$ cat config.mk
export PLATFORM = sky130hd
export DESIGN_NAME = subtractor_32bit_seq_flat
export DESIGN_NICKNAME = d
export VERILOG_FILES = /design/src/rtl/subtractor_32bit_seq_if.sv /design/src/rtl/subtractor_32bit_seq.sv /design/src/flat_wrapper.sv
export SDC_FILE = /design/constraint.sdc
export NUM_CORES = 1
export LEC_CHECK = 0
export ABC_CLOCK_PERIOD_IN_PS = 4270
export CAP_MARGIN = 0
export CORE_MARGIN = 2
export CORE_UTILIZATION = 51
export DETAILED_ROUTE_END_ITERATION = 12
export PLACE_DENSITY = 0.86
export SYNTH_ARGS = -nofsm -noshare
export SYNTH_HDL_FRONTEND = slang
export SYNTH_SLANG_ARGS = --single-unit
$ cat constraint.sdc
create_clock -name clock -period 4.27 [get_ports clock]
set_input_delay 0.427 -clock clock [delete_from_list [all_inputs] [get_ports clock]]
set_output_delay 0.427 -clock clock [all_outputs]
set_load 0.05 [all_outputs]
$ cat src/rtl/subtractor_32bit_seq_if.sv
// Start/busy/done handshake and operand/result bundle for subtractor_32bit_seq.
interface subtractor_32bit_seq_if #(
    parameter int WIDTH = 32
);
    logic             start;
    logic [WIDTH-1:0] a;
    logic [WIDTH-1:0] b;
    logic             bin;
    logic             busy;
    logic             done;
    logic [WIDTH-1:0] diff;
    logic             bout;
    logic             overflow;
    logic             zero;
    logic             neg;

    modport master (
        output start, a, b, bin,
        input  busy, done, diff, bout, overflow, zero, neg
    );

    modport slave (
        input  start, a, b, bin,
        output busy, done, diff, bout, overflow, zero, neg
    );
endinterface

$ cat src/rtl/subtractor_32bit_seq.sv
// Multi-cycle a - b - bin, one SLICE_W slice per cycle, LSB slice first.
// Optional zero/neg result flags are built only when SUB_FLAGS_EN is defined.
module subtractor_32bit_seq #(
    parameter int WIDTH   = 32,
    parameter int SLICE_W = 16
) (
    input logic                   clock,
    input logic                   reset,
    subtractor_32bit_seq_if.slave s
);
    localparam int N  = WIDTH / SLICE_W;
    localparam int IW = (N > 1) ? $clog2(N) : 1;

    typedef enum logic {IDLE, RUN} state_t;

    state_t           state_q, state_d;
    logic [IW-1:0]    idx_q;
    logic [WIDTH-1:0] a_q, b_q, diff_q, diff_nxt;
    logic             brw_q;
    logic             busy_q, done_q, bout_q, ovf_q;
    logic             accept, last;
    logic [SLICE_W-1:0] a_sl, b_sl;
    logic [SLICE_W:0]   sub;
    int                 off;

    // FSM: accept only from IDLE, so a start while busy is simply dropped
    always_comb begin
        state_d = state_q;
        accept  = 1'b0;
        last    = 1'b0;
        case (state_q)
            IDLE: if (s.start) begin
                accept  = 1'b1;
                state_d = RUN;
            end
            RUN: if (idx_q == IW'(N - 1)) begin
                last    = 1'b1;
                state_d = IDLE;
            end
            default: state_d = IDLE;
        endcase
    end

    always_ff @(posedge clock) begin
        if (reset) state_q <= IDLE;
        else       state_q <= state_d;
    end

    // One slice of the subtract; the extra top bit is the borrow out of the slice
    always_comb begin
        off      = int'(idx_q) * SLICE_W;
        a_sl     = a_q[off +: SLICE_W];
        b_sl     = b_q[off +: SLICE_W];
        sub      = {1'b0, a_sl} - {1'b0, b_sl} - (SLICE_W+1)'(brw_q);
        diff_nxt = diff_q;
        diff_nxt[off +: SLICE_W] = sub[SLICE_W-1:0];
    end

    always_ff @(posedge clock) begin
        if (reset) begin
            a_q    <= '0;
            b_q    <= '0;
            brw_q  <= 1'b0;
            idx_q  <= '0;
            diff_q <= '0;
            busy_q <= 1'b0;
            done_q <= 1'b0;
            bout_q <= 1'b0;
            ovf_q  <= 1'b0;
        end else begin
            done_q <= 1'b0;
            if (accept) begin
                a_q    <= s.a;
                b_q    <= s.b;
                brw_q  <= s.bin;
                idx_q  <= '0;
                diff_q <= '0;
                busy_q <= 1'b1;
                bout_q <= 1'b0;
                ovf_q  <= 1'b0;
            end else if (state_q == RUN) begin
                diff_q <= diff_nxt;
                brw_q  <= sub[SLICE_W];
                idx_q  <= idx_q + 1'b1;
                if (last) begin
                    idx_q  <= '0;
                    bout_q <= sub[SLICE_W];
                    // Signed overflow: operand signs differ and result sign differs from a
                    ovf_q  <= (a_q[WIDTH-1] ^ b_q[WIDTH-1]) & (sub[SLICE_W-1] ^ a_q[WIDTH-1]);
                    done_q <= 1'b1;
                    busy_q <= 1'b0;
                end
            end
        end
    end

    assign s.busy     = busy_q;
    assign s.done     = done_q;
    assign s.diff     = diff_q;
    assign s.bout     = bout_q;
    assign s.overflow = ovf_q;

`ifdef SUB_FLAGS_EN
    logic zero_q, neg_q;

    always_ff @(posedge clock) begin
        if (reset || accept) begin
            zero_q <= 1'b0;
            neg_q  <= 1'b0;
        end else if (last) begin
            zero_q <= (diff_nxt == '0);
            neg_q  <= sub[SLICE_W-1];
        end
    end

    assign s.zero = zero_q;
    assign s.neg  = neg_q;
`else
    assign s.zero = 1'b0;
    assign s.neg  = 1'b0;
`endif

endmodule

$ cat src/flat_wrapper.sv
// flat-port wrapper written by rule: the top's interface ports become plain ports
module subtractor_32bit_seq_flat 
#(
    parameter int WIDTH   = 32,
    parameter int SLICE_W = 16
)
  (clock, reset, s_start, s_a, s_b, s_bin, s_busy, s_done, s_diff, s_bout, s_overflow, s_zero, s_neg);
  subtractor_32bit_seq_if #(.WIDTH(WIDTH)) s_i ();
  input logic clock;
  input logic reset;
  input wire logic [$bits(s_i.start)-1:0] s_start;
  input wire logic [$bits(s_i.a)-1:0] s_a;
  input wire logic [$bits(s_i.b)-1:0] s_b;
  input wire logic [$bits(s_i.bin)-1:0] s_bin;
  output wire logic [$bits(s_i.busy)-1:0] s_busy;
  output wire logic [$bits(s_i.done)-1:0] s_done;
  output wire logic [$bits(s_i.diff)-1:0] s_diff;
  output wire logic [$bits(s_i.bout)-1:0] s_bout;
  output wire logic [$bits(s_i.overflow)-1:0] s_overflow;
  output wire logic [$bits(s_i.zero)-1:0] s_zero;
  output wire logic [$bits(s_i.neg)-1:0] s_neg;
  assign s_i.start = s_start;
  assign s_i.a = s_a;
  assign s_i.b = s_b;
  assign s_i.bin = s_bin;
  assign s_busy = s_i.busy;
  assign s_done = s_i.done;
  assign s_diff = s_i.diff;
  assign s_bout = s_i.bout;
  assign s_overflow = s_i.overflow;
  assign s_zero = s_i.zero;
  assign s_neg = s_i.neg;
  subtractor_32bit_seq #(.WIDTH(WIDTH), .SLICE_W(SLICE_W)) u_core (.clock(clock), .reset(reset), .s(s_i));
endmodule
-- Yosys cells after proc, flatten, opt, wreduce, memory -nomap -nowiden
Index checks and enable logic that the tools add are counted.
- input bits: 68
- output and inout bits: 38
- register bits after elaboration: 103
- word-level logic and storage cells: 42
- shift operators: 4
- mux-type cells: 14
- reductions and logical operators: 6
- bitwise gates (word level): 4
- add/sub/neg operators: 4
- operators with widths (cell ; count):
    $shiftx A32 B6 Y16 ; 2
    $neg A5 Y33 ; 1
    $shift A16 B33 Y32 const A ; 1
    $shiftx A16 B33 Y32 ; 1
    $bwmux W32 ; 1
    $sub A16 B16 Y17 ; 1
    $sub A17 B1 Y17 ; 1
    $mux W1 ; 12
    $reduce_and A2 Y1 ; 2
    $reduce_bool A2 Y1 ; 2
    $reduce_or A3 Y1 ; 1
    $pmux W1 S2 ; 1
    $reduce_or A2 Y1 ; 1
    $xor A1 B1 Y1 ; 2
    $add A1 B1 Y1 const B ; 1
    $and A1 B1 Y1 ; 1
    $not A1 Y1 ; 1

-- Longest topological paths before layout
Gate-level depths: netlist (run 1).
- depth in word-level cells: 5
- mapped depth: 14
- mapped depth without buffers: 11

-- Worst setup path before layout (run 1)
OpenSTA, ideal clock, no wires.
- path kind: register -> register
- start point: register u_core.idx_q
- end point: register u_core.diff_q[29] (netlist: u_core.s.diff[29])
- stages on the path, launching flop included: 14
- path buffers: 2
- required time: 4.138 ns
- arrival: 3.165 ns
- clock period less this slack: 3.297 ns
- setup slack: 0.973 ns
- setup time: 0.132 ns
- path through: dfxtp_1 > buf_6 > clkbuf_1 > mux2_2 > ha_1 > inv_1 > ha_1 > nand2_1 > o21ai_0 > o311ai_4 > a21oi_1 > or4_4 > nand3_1 > a21oi_1
- word-level cells in the longest chain between the ends: 5
- elaborated cells between the ends (all ways): 8
- classes of those cells: 3 x add/sub; 4 x shift; 1 x mux
- RTL lines (item ; RTL line ; RTL):
    start, declared ; subtractor_32bit_seq.sv:17 ; logic [IW-1:0] idx_q;
    start signal, assigned ; subtractor_32bit_seq.sv:84 ; idx_q <= idx_q + 1'b1;
    $shiftx A32 B6 Y16 (on tied branches) ; subtractor_32bit_seq.sv:52, subtractor_32bit_seq.sv:53 ;
    $sub A16 B16 Y17 ; subtractor_32bit_seq.sv:54 ; sub = {1'b0, a_sl} - {1'b0, b_sl} - (SLICE_W+1)'(brw_q);
    $sub A17 B1 Y17 ; subtractor_32bit_seq.sv:54 ;
    $shiftx A16 B33 Y32 ; subtractor_32bit_seq.sv:56 ; diff_nxt[off +: SLICE_W] = sub[SLICE_W-1:0];
    $bwmux W32 (*) ; subtractor_32bit_seq.sv:56 ;
    end signal, assigned ; subtractor_32bit_seq.sv:82 ; diff_q <= diff_nxt;
    end, declared ; subtractor_32bit_seq.sv:18 ; logic [WIDTH-1:0] a_q, b_q, diff_q, diff_nxt;
Mark *: on every way between the ends. The rest lies on a longest branch, timed or not.
A chain may end at the register's enable or synchronous reset.

-- Final worst setup path (run 1)
- start point: register u_core.idx_q
- end point: register u_core.brw_q
- word-level cells in the longest chain between the ends: 5
- elaborated cells between the ends (all ways): 6
- classes of those cells: 2 x add/sub; 2 x shift; 2 x mux
- RTL lines (item ; RTL line ; RTL):
    $shiftx A32 B6 Y16 (on tied branches) ; subtractor_32bit_seq.sv:52, subtractor_32bit_seq.sv:53 ;
    $sub A16 B16 Y17 (*) ; subtractor_32bit_seq.sv:54 ;
    $sub A17 B1 Y17 (*) ; subtractor_32bit_seq.sv:54 ;
    $mux W1 (*) ; subtractor_32bit_seq.sv:81 ; end else if (state_q == RUN) begin
    $mux W1 (*) ; subtractor_32bit_seq.sv:72 ; if (accept) begin
    end signal, assigned ; subtractor_32bit_seq.sv:75 ; brw_q <= s.bin;
    end signal, assigned ; subtractor_32bit_seq.sv:83 ; brw_q <= sub[SLICE_W];
    end, declared ; subtractor_32bit_seq.sv:19 ; logic brw_q;
Mark *: on every way between the ends. The rest lies on a longest branch, timed or not. The select of a mux whose other input is x is not followed.

==> results of run 1 <==
==> worst reg2reg max path, cell delays in order, from the launching register on <==
cell      delay (ns)
dfxtp_2         0.70
mux2i_1         0.40
fa_1            0.25
inv_1           0.06
fa_1            0.43
a21boi_0        0.29
o211ai_1        0.20
a211o_1         0.30
a31oi_1         0.31
a221oi_1        0.16
xnor2_1         0.17
a211oi_1        0.22
==> power by group through the flow <==
stage / sequential (W) / combinational, W / clock [W]
final: 0.00105 / 0.000766 / 0.000563
after global routing: 0.00106 / 0.000850 / 0.000606
after CTS: 0.00105 / 0.000764 / 0.000576
after detailed placement: 0.00108 / 0.000760 / 0
after global placement: 0.00107 / 0.000756 / 0
after floorplan: 0.00112 / 0.000494 / 0
==> sequential cells by signal (all words and copies together) (netlist names) <==
register / count
u_core.idx_q: 1
u_core.s.busy: 1
u_core.s.bout: 1
u_core.s.diff: 32
u_core.b_q: 32
u_core.state_q: 1
u_core.a_q: 32
u_core.brw_q: 1
u_core.s.overflow: 1
u_core.s.done: 1
==> cells in the mapped netlist (2+ instances only) <==
cell type / number
nand2_1: 186
a21oi_1: 103
dfxtp_1: 103
clkbuf_1: 34
inv_1: 30
ha_1: 28
nor2_1: 19
mux2_2: 16
mux2i_1: 16
o21ai_0: 11
a21o_1: 7
xnor2_1: 6
xor2_1: 6
a211oi_1: 5
nand3_1: 5
nor2b_1: 5
o21a_1: 5
nand2b_1: 4
a31oi_1: 3
and2_1: 3
buf_1: 3
a211o_1: 2
a21boi_0: 2
buf_4: 2
fa_1: 2
nand4_1: 2
nor3_1: 2
o211ai_1: 2
or3_1: 2
==> per-stage QoR <==
step / setup WS (ns) / area, sq um / power (W)
after floorplan: 0.9725 / 4987 / 0.001611
after global placement: 0.8270 / 6051 / 0.001829
final: 0.7104 / 6232 / 0.002383
after CTS: 0.7267 / 6232 / 0.002394
after global routing: 0.3844 / 6232 / 0.002518
after detailed placement: 0.7457 / 6051 / 0.001837
==> path summary, 6_finish.rpt <==
| check | end | from | slack [ns] | cells after the start |
|---|---|---|---|---|
| setup / recovery | u_core.brw_q | u_core.idx_q | 0.71 | 11 |
| hold / removal | u_core.s.diff[7] | u_core.s.diff[7] | 0.45 | 2 |
| setup reg to reg | u_core.brw_q | u_core.idx_q | 0.71 | 11 |
| hold reg to reg | u_core.s.diff[7] | u_core.s.diff[7] | 0.45 | 2 |
==> per-layer routing <==
layer	part of all wire, %	wire [microns]	track usage (%)
met5	0	0	0
met2	47	5463	38.96
met3	4.7	544	2.305
met4	0.66	77	5.769
met1	47	5505	31.66
==> cell families after synthesis <==
kind of cell	share of synthesized area (%)
adder cells (fa/ha/maj)	7.833
other	0.07525
XOR/XNOR	2.109
AO/OA/AOI/OAI	16.55
AND/OR/NAND/NOR	19.11
multiplexers	7.281
buffers and inverters	5.674
flip-flops	41.38
==> area by class of cell <==
type                    instances  share of cell area, %
clock buffers                  10                  2.208
clock inverters                 6                 0.7027
inverters                      30                  1.807
multi-input cells             455                  42.56
flip-flops and latches        103                  33.11
well taps                     133                  2.670
repair buffers                107                  16.94
==> flow_metrics.env, run 1 <==
export IMPL_swShare_pct=34.35
export IMPL_ys_ff_latch=103
export IMPL_ant_nets=0
export IMPL_vias=4353
export IMPL_status="completed"
export IMPL_power_frac_comb_pct=32.1
export IMPL_static_leakage_power_nw=2.418
export IMPL_detail_route_wl_per_cell_microns=13.73
export IMPL_relSlewSlack_pct=24.43
export IMPL_final_common_cell="nand2_1"
export IMPL_hp_class="reg -> reg"
export IMPL_dieArea_sq_um=10580
export IMPL_h_tree_depth=3
export IMPL_clock_sinks=103
export IMPL_grt_usage_pct=22.97
export IMPL_powerDensity_nw_per_um2=382.4
export IMPL_clockBufferDepth=2
export IMPL_rows=36
export IMPL_yosys_warnings=0
export IMPL_syn_area_sq_um=4984
export IMPL_grt_pass1_vias=4143
export IMPL_rsz0062_at_grt="no"
export IMPL_syn_inst=628
export IMPL_cts_tree="built"
export IMPL_cts_clk_slew_worst_paths_ns=0.09
export IMPL_setup_viol=0
export IMPL_overflow=0
export IMPL_route_detailed_drc=0
export IMPL_portBuffers=103
export IMPL_fmax_mhz=280.9
export IMPL_cp_max_fo=23
export IMPL_drtPass1Iterations=4
export IMPL_first_iter_violations=143
export IMPL_cts_buffers=9
export IMPL_vias_per_cell=5.158
export IMPL_place_congestion=0.8521
export IMPL_ctsHoldBuffers=0
export IMPL_irDropWorstVdd_uv=202.3
export IMPL_grt_first_pass_wirelength_mm=19.38
export IMPL_final_net_count=804
export IMPL_period_share_pct=83.36
export IMPL_fin_hold_ws_ns=0.4542
export IMPL_skew_ns=0.01272
export IMPL_ios=106
export IMPL_power_share_clock_pct=23.6
export IMPL_synth_top_area_share_pct=41.38
export IMPL_drv_cap=0
export IMPL_synth_edff_count=0
export IMPL_critPathRequiredTime_ns=4.55
export IMPL_cp_start_kind="register"
export IMPL_finalWirelength_mm=11.59
export IMPL_endpoint_kind="register"
export IMPL_yosysSeqAreaShare_pct=41.38
export IMPL_die_h_microns=102.9
export IMPL_hold_viol=0
export IMPL_core_area_sq_um=9639
export IMPL_min_period_ns=3.560
export IMPL_drive_gt1_share_pct=6.470
export IMPL_area_growth_pct=25.06
export IMPL_timing_critical_path_mode_cell="fa_1"
export IMPL_ys_types=43
export IMPL_critPathMaxStageDelay_ns=0.70
export IMPL_crit_type="reg -> reg"
export IMPL_grt_max_degree=70
export IMPL_cts_root_buf="clkbuf_8"
export IMPL_die_x_microns=102.9
export IMPL_synthFlopType="dfxtp_1"
export IMPL_final_core_util_pct=64.65
export IMPL_yosys_area_top_type="dfxtp_1"
export IMPL_crit_buf_inv=1
export IMPL_mostFrequentLayoutCells="186 x nand2_1, 103 x a21oi_1, 102 x clkdlybuf4s50_1, 102 x dfxtp_1, 30 x inv_1"
export IMPL_clock_latency_ns=0.36
export IMPL_path_delay_family="compound AO/OA/AOI/OAI gates"
export IMPL_arrival_ns=3.84
export IMPL_slew_viol_final=0
export IMPL_multi_input_area_sq_um=2653
export IMPL_seq_power_share_pct=44.2
export IMPL_start_util_pct=51.70
export IMPL_critPathSlowestCell="dfxtp_2"
export IMPL_switchingPower_w=0.0008187
export IMPL_regArea_sq_um=2063
export IMPL_cts_resized=0
export IMPL_path_cells="mux2i_1 -> fa_1 -> inv_1 -> fa_1 -> a21boi_0 -> o211ai_1 -> a211o_1 -> a31oi_1 -> a221oi_1 -> xnor2_1 -> a211oi_1"
export IMPL_avgSynthCellArea_sq_um=7.936
export IMPL_internal_power_w=0.001565
export IMPL_async_reset_ff_share_pct=0
export IMPL_synth_area_leaders="dfxtp_1 41%, nand2_1 14%, a21oi_1 10%"
export IMPL_placedCellCount=828
export IMPL_worst_pin_slew_ns=1.134
export IMPL_setup_tns_ns=0
export IMPL_instances_no_fill=844
export IMPL_antenna_cells=0
export IMPL_nFillCells=833
export IMPL_antenna_found_initial=0
export IMPL_dpl_hpwl_mm=8.768
export IMPL_post_cts_buffers=0
Power figures use the tool's default switching activity.
==> run 2: changes to the inputs <==
ABC_CLOCK_PERIOD_IN_PS = 3700   (was 4270)
clock period = 3.7 ns   (was 4.27 ns; I/O delays follow)
==> run 2 against run 1 <==
Clock power increased by 28%. Global-route usage about the same. Highest routed layer unchanged. Combinational power increased by 17%. Critical endpoint is now u_core.s.diff[30]. Sequential share of layout area is 0.29 points lower.
==> flow_metrics.env, run 2 (synthesis results as in run 1) <==
export IMPL_slew_viol_final=0
export IMPL_powerDensity_nw_per_um2=451.3
export IMPL_period_share_pct=90.97
export IMPL_min_period_ns=3.366
export IMPL_clockBufferDepth=2
export IMPL_grt_max_degree=69
export IMPL_fmax_mhz=297.1
export IMPL_cts_buffers=9
export IMPL_internal_power_w=0.001882
export IMPL_vias_per_cell=5.222
export IMPL_portBuffers=103
export IMPL_critPathRequiredTime_ns=3.91
export IMPL_min_delay_worst_endpoint="u_core.b_q[3]"
export IMPL_final_net_count=808
export IMPL_cts_tree="built"
export IMPL_final_common_cell="nand2_1"
export IMPL_r2r_start="u_core.idx_q"
export IMPL_route_detailed_drc=0
export IMPL_rsz0062_at_grt="no"
export IMPL_rows=36
export IMPL_cp_max_fo=16
export IMPL_core_area_sq_um=9639
export IMPL_overflow=0
export IMPL_switchingPower_w=0.0009560
export IMPL_grt_pass1_vias=4156
export IMPL_r2r_end="u_core.s.diff[30]"
export IMPL_ctsHoldBuffers=0
export IMPL_path_cells="buf_4 -> mux2_2 -> fa_1 -> a21boi_0 -> o211ai_1 -> a211o_1 -> a31oi_1 -> o22ai_1 -> xor2_1 -> a21oi_1"
export IMPL_crit_buf_inv=1
export IMPL_grt_first_pass_wirelength_mm=19.27
export IMPL_drv_cap=0
export IMPL_cts_root_buf="clkbuf_8"
export IMPL_start_util_pct=51.70
export IMPL_antenna_found_initial=0
export IMPL_rrSetupSlack_ns=0.33
export IMPL_worst_pin_slew_ns=0.7517
export IMPL_ant_nets=0
export IMPL_clock_latency_ns=0.36
export IMPL_cts_clk_slew_worst_paths_ns=0.10
export IMPL_finalPower_w=0.002838
export IMPL_clock_sinks=103
export IMPL_h_tree_depth=3
export IMPL_dpl_hpwl_mm=9.009
export IMPL_dieArea_sq_um=10580
export IMPL_post_cts_buffers=0
export IMPL_vias=4428
export IMPL_finalWirelength_mm=11.95
export IMPL_die_h_microns=102.9
export IMPL_endpoint_kind="register"
export IMPL_arrival_ns=3.57
export IMPL_hold_viol=0
export IMPL_mostFrequentLayoutCells="186 x nand2_1, 103 x a21oi_1, 102 x clkdlybuf4s50_1, 102 x dfxtp_1, 30 x inv_1"
export IMPL_swShare_pct=33.69
export IMPL_crit_type="reg -> reg"
export IMPL_cp_start_kind="register"
export IMPL_ios=106
export IMPL_cts_resized=0
export IMPL_critPathSlowestCell="dfxtp_2"
export IMPL_worstSetupPathDepth=10
export IMPL_irDropWorstVdd_uv=221.4
export IMPL_drtPass1Iterations=5
export IMPL_hp_class="reg -> reg"
export IMPL_power_frac_comb_pct=31.7
export IMPL_die_x_microns=102.9
export IMPL_critPathMaxStageDelay_ns=0.58
export IMPL_relSlewSlack_pct=49.88
export IMPL_first_iter_violations=182
export IMPL_area_growth_pct=26.16
export IMPL_detail_route_wl_per_cell_microns=14.09
export IMPL_grt_usage_pct=22.99
export IMPL_skew_ns=0.01354
export IMPL_place_congestion=0.8575
export IMPL_min_path_cells=2
export IMPL_worstHoldStart="u_core.b_q[3]"
export IMPL_antenna_cells=0
export IMPL_drive_gt1_share_pct=6.853
export IMPL_setup_tns_ns=0
export IMPL_path_delay_family="compound AO/OA/AOI/OAI gates"
export IMPL_seq_power_share_pct=42.8
export IMPL_power_share_clock_pct=25.5
export IMPL_static_leakage_power_nw=2.450
export IMPL_setup_viol=0
export IMPL_status="completed"
export IMPL_ff2ff_path_depth=10
## run 2: cell types whose count changed in the layout (fill, tap and decap cells not counted), sizes merged
cell,change
inv,-1
clkinvlp,-1
buf,+4
clkbuf,+1
bufinv,+1
## run 2: final cells by class
cell class              count  area [sq um]
multi-input cells         455          2653
clock buffers              11         141.4
repair buffers            111          1086
well taps                 133         166.4
fillers                   833          3352
clock inverters             5         65.06
inverters                  30         112.6
flip-flops and latches    103          2063
## run 2: tightest hold or removal path, delay by kind of cell, from the launching register on
kind             cells  cell delay (ns)
flip-flops           1             0.32
AND/OR/NAND/NOR      1             0.05
AO/OA/AOI/OAI        1             0.05
## run 2: worst max-delay path by stage
stage,start,end,slack (ns)
2_1_floorplan,u_core.idx_q,u_core.s.diff[29],0.40
3_3_place_gp,u_core.idx_q,u_core.s.diff[29],0.43
3_5_place_dp,u_core.idx_q,u_core.s.diff[29],0.39
4_1_cts,u_core.idx_q,u_core.brw_q,0.33
5_1_grt,u_core.idx_q,u_core.s.diff[30],0.06
6_report,u_core.idx_q,u_core.s.diff[30],0.33
## run 2: stage by stage
| stage | worst slack (ns) | utilization [%] | instances | area, sq um | hold WS (ns) |
|---|---|---|---|---|---|
| after floorplan | 0.4025 | - | 629 | 4987 | 0.4329 |
| final | 0.3342 | 65.23 | 848 | 6287 | 0.4571 |
| after global routing | 0.06461 | 65.23 | 848 | 6287 | 0.4680 |
| after global placement | 0.4341 | 63.08 | 832 | 6081 | 0.4387 |
| after CTS | 0.3300 | 65.23 | 848 | 6287 | 0.4583 |
| after detailed placement | 0.3897 | 63.08 | 832 | 6081 | 0.4470 |
## run 2: power by group through the flow
stage	clock (W)	sequential, W	combinational (W)
6_report	0.000723	0.00121	0.000900
5_1_grt	0.000783	0.00122	0.000988
4_1_cts	0.000734	0.00121	0.000894
3_5_place_dp	0	0.00124	0.000887
3_3_place_gp	0	0.00124	0.000878
2_1_floorplan	0	0.00129	0.000570
## run 2: layer usage
metal  wire length, microns  track usage [%]
met5                      0                0
met4                    140            6.579
met3                    577            3.729
met2                   5657            37.71
met1                   5571            31.49
==> run 3: changes to the inputs <==
SETUP_SLACK_MARGIN = 0.4   (was unset)
SLEW_MARGIN = 15   (was unset)
==> run 3 against run 2 <==
Total power rose by 0.66%. Combinational power rose by 2.6%. Setup slack improved by 0.19 ns. Via count fell by 0.38%. Die area did not move. Clock skew barely moved. Non-clock buffer count rose by 2. Core utilization rose by 0.47 points. Sequential share of layout area fell by 0.19 points. Critical path type unchanged.
==> flow_metrics.env, run 3 (synthesis results as in run 1) <==
export IMPL_cts_clk_slew_worst_paths_ns=0.10
export IMPL_min_period_ns=3.178
export IMPL_ios=106
export IMPL_rows=36
export IMPL_hp_class="reg -> reg"
export IMPL_critPathRequiredTime_ns=3.95
export IMPL_crit_type="reg -> reg"
export IMPL_place_area_sq_um=6081
export IMPL_antenna_found_initial=0
export IMPL_irDropWorstVdd_uv=220.3
export IMPL_final_common_cell="nand2_1"
export IMPL_place_congestion=0.8575
export IMPL_area_growth_pct=27.06
export IMPL_vias_per_cell=5.189
export IMPL_setup_tns_ns=0
export IMPL_power_frac_comb_pct=32.3
export IMPL_relSlewSlack_pct=48.64
export IMPL_cp_startpoint="u_core.idx_q"
export IMPL_overflow=0
export IMPL_grt_first_pass_wirelength_mm=19.27
export IMPL_vias=4411
export IMPL_h_tree_depth=3
export IMPL_static_leakage_power_nw=2.464
export IMPL_worst_pin_slew_ns=0.7704
export IMPL_endpoint_kind="register"
export IMPL_path_delay_family="simple AND/OR/NAND/NOR gates"
export IMPL_mostFrequentLayoutCells="186 x nand2_1, 103 x a21oi_1, 102 x clkdlybuf4s50_1, 102 x dfxtp_1, 30 x inv_1"
export IMPL_ff2ff_path_depth=13
export IMPL_worstHoldStart="u_core.b_q[3]"
export IMPL_crit_buf_inv=3
export IMPL_fin_hold_ws_ns=0.4572
export IMPL_core_area_sq_um=9639
export IMPL_dp_slack_ns=0.3897
export IMPL_dieArea_sq_um=10580
export IMPL_cts_root_buf="clkbuf_8"
export IMPL_stdcell_area_sq_um=6332
export IMPL_slew_viol_final=0
export IMPL_final_net_count=810
export IMPL_portBuffers=103
export IMPL_cp_max_fo=9
export IMPL_clock_latency_ns=0.36
export IMPL_antenna_cells=0
export IMPL_period_share_pct=85.90
export IMPL_powerDensity_nw_per_um2=451.0
export IMPL_detail_route_wl_per_cell_microns=14.11
export IMPL_worstSetupPathDepth=13
export IMPL_grt_pass1_vias=4158
export IMPL_critPathMaxStageDelay_ns=0.53
export IMPL_drtPass1Iterations=4
export IMPL_rrSetupSlack_ns=0.52
export IMPL_die_h_microns=102.9
export IMPL_cts_buffers=9
export IMPL_critPathSlowestCell="or4_4"
export IMPL_switchingPower_w=0.0009635
export IMPL_seq_power_share_pct=42.5
export IMPL_dpl_hpwl_mm=9.009
export IMPL_grt_max_degree=69
export IMPL_placedCellCount=832
export IMPL_clockBufferDepth=2
export IMPL_rsz0062_at_grt="no"
export IMPL_hold_viol=0
export IMPL_r2r_start="u_core.idx_q"
export IMPL_cp_start_kind="register"
export IMPL_arrival_ns=3.42
export IMPL_nFillCells=829
export IMPL_worstSetupEndpoint="u_core.s.diff[29]"
export IMPL_path_cells="buf_4 -> buf_4 -> mux2i_1 -> ha_1 -> inv_1 -> ha_1 -> nand2_1 -> o21ai_1 -> o311ai_4 -> a21oi_1 -> or4_4 -> nand3_1 -> a21oi_1"
export IMPL_skew_ns=0.01355
export IMPL_fin_ws_ns=0.5217
export IMPL_clock_sinks=103
export IMPL_start_util_pct=51.70
export IMPL_swShare_pct=33.73
export IMPL_internal_power_w=0.001893
export IMPL_grt_usage_pct=22.99
export IMPL_die_x_microns=102.9
export IMPL_ant_nets=0
export IMPL_drv_cap=0
export IMPL_route_detailed_drc=0
export IMPL_setup_viol=0
export IMPL_status="completed"
export IMPL_drive_gt1_share_pct=7.671
export IMPL_first_iter_violations=206
export IMPL_ctsHoldBuffers=0
export IMPL_finalWirelength_mm=11.99
export IMPL_cts_tree="built"
export IMPL_instances_no_fill=850
export IMPL_fmax_mhz=314.6
export IMPL_r2r_end="u_core.s.diff[29]"
export IMPL_power_share_clock_pct=25.2
==> run 3: through the flow <==
step	total power, W	util (%)
floorplan	0.001859	-
global placement	0.002115	63.08
detailed placement	0.002128	63.08
CTS	0.002842	65.25
finish	0.002856	65.69
global route	0.003015	65.69
==> run 3: repair_timing <==
item	CTS	global route
resized for setup	1	7
setup endpoints to repair	7	10
endpoints found under the hold margin	0	0
setup buffers	0	2
pin swaps	0	2
==> run 3: metal layers <==
metal  vias to the layer above  GRT usage (%)  wire (microns)
met5                         -              0               0
li1                       2244              -               -
met4                         0          6.579             112
met3                        15          3.729             612
met2                       141          37.71            5729
met1                      2011          31.49            5539
==> run 3: worst min-delay path by stage <==
stage	endpoint	slack, ns	cells past startpoint
floorplan	u_core.a_q[16]	0.43	2
global placement	u_core.s.diff[23]	0.44	2
detailed placement	u_core.b_q[8]	0.45	2
CTS	u_core.b_q[3]	0.46	2
global route	u_core.a_q[6]	0.47	2
finish	u_core.b_q[3]	0.46	2
==> run 3: power groups by stage <==
stage | Sequential [W] | Clock (W) | Combinational [W]
5_1_grt | 0.00122 | 0.000782 | 0.00101
2_1_floorplan | 0.00129 | 0 | 0.000570
3_3_place_gp | 0.00124 | 0 | 0.000878
3_5_place_dp | 0.00124 | 0 | 0.000887
4_1_cts | 0.00121 | 0.000734 | 0.000894
6_report | 0.00121 | 0.000720 | 0.000923
==> run 3: worst min-delay path, delay by kind of cell, from the launching register on <==
kind / cells / cell delay (ns)
compound gates: 1 / 0.05
flops: 1 / 0.32
simple gates: 1 / 0.05
==> run 3: layout make-up <==
| cell class | instances | area, sq um | area share, % |
|---|---|---|---|
| repair buffers | 113 | 1101 | 17.39 |
| well taps | 133 | 166.4 | 2.628 |
| clock buffers | 11 | 141.4 | 2.233 |
| inverters | 30 | 112.6 | 1.778 |
| multi-input cells | 455 | 2680 | 42.32 |
| clock inverters | 5 | 65.06 | 1.027 |
| flip-flops and latches | 103 | 2066 | 32.62 |
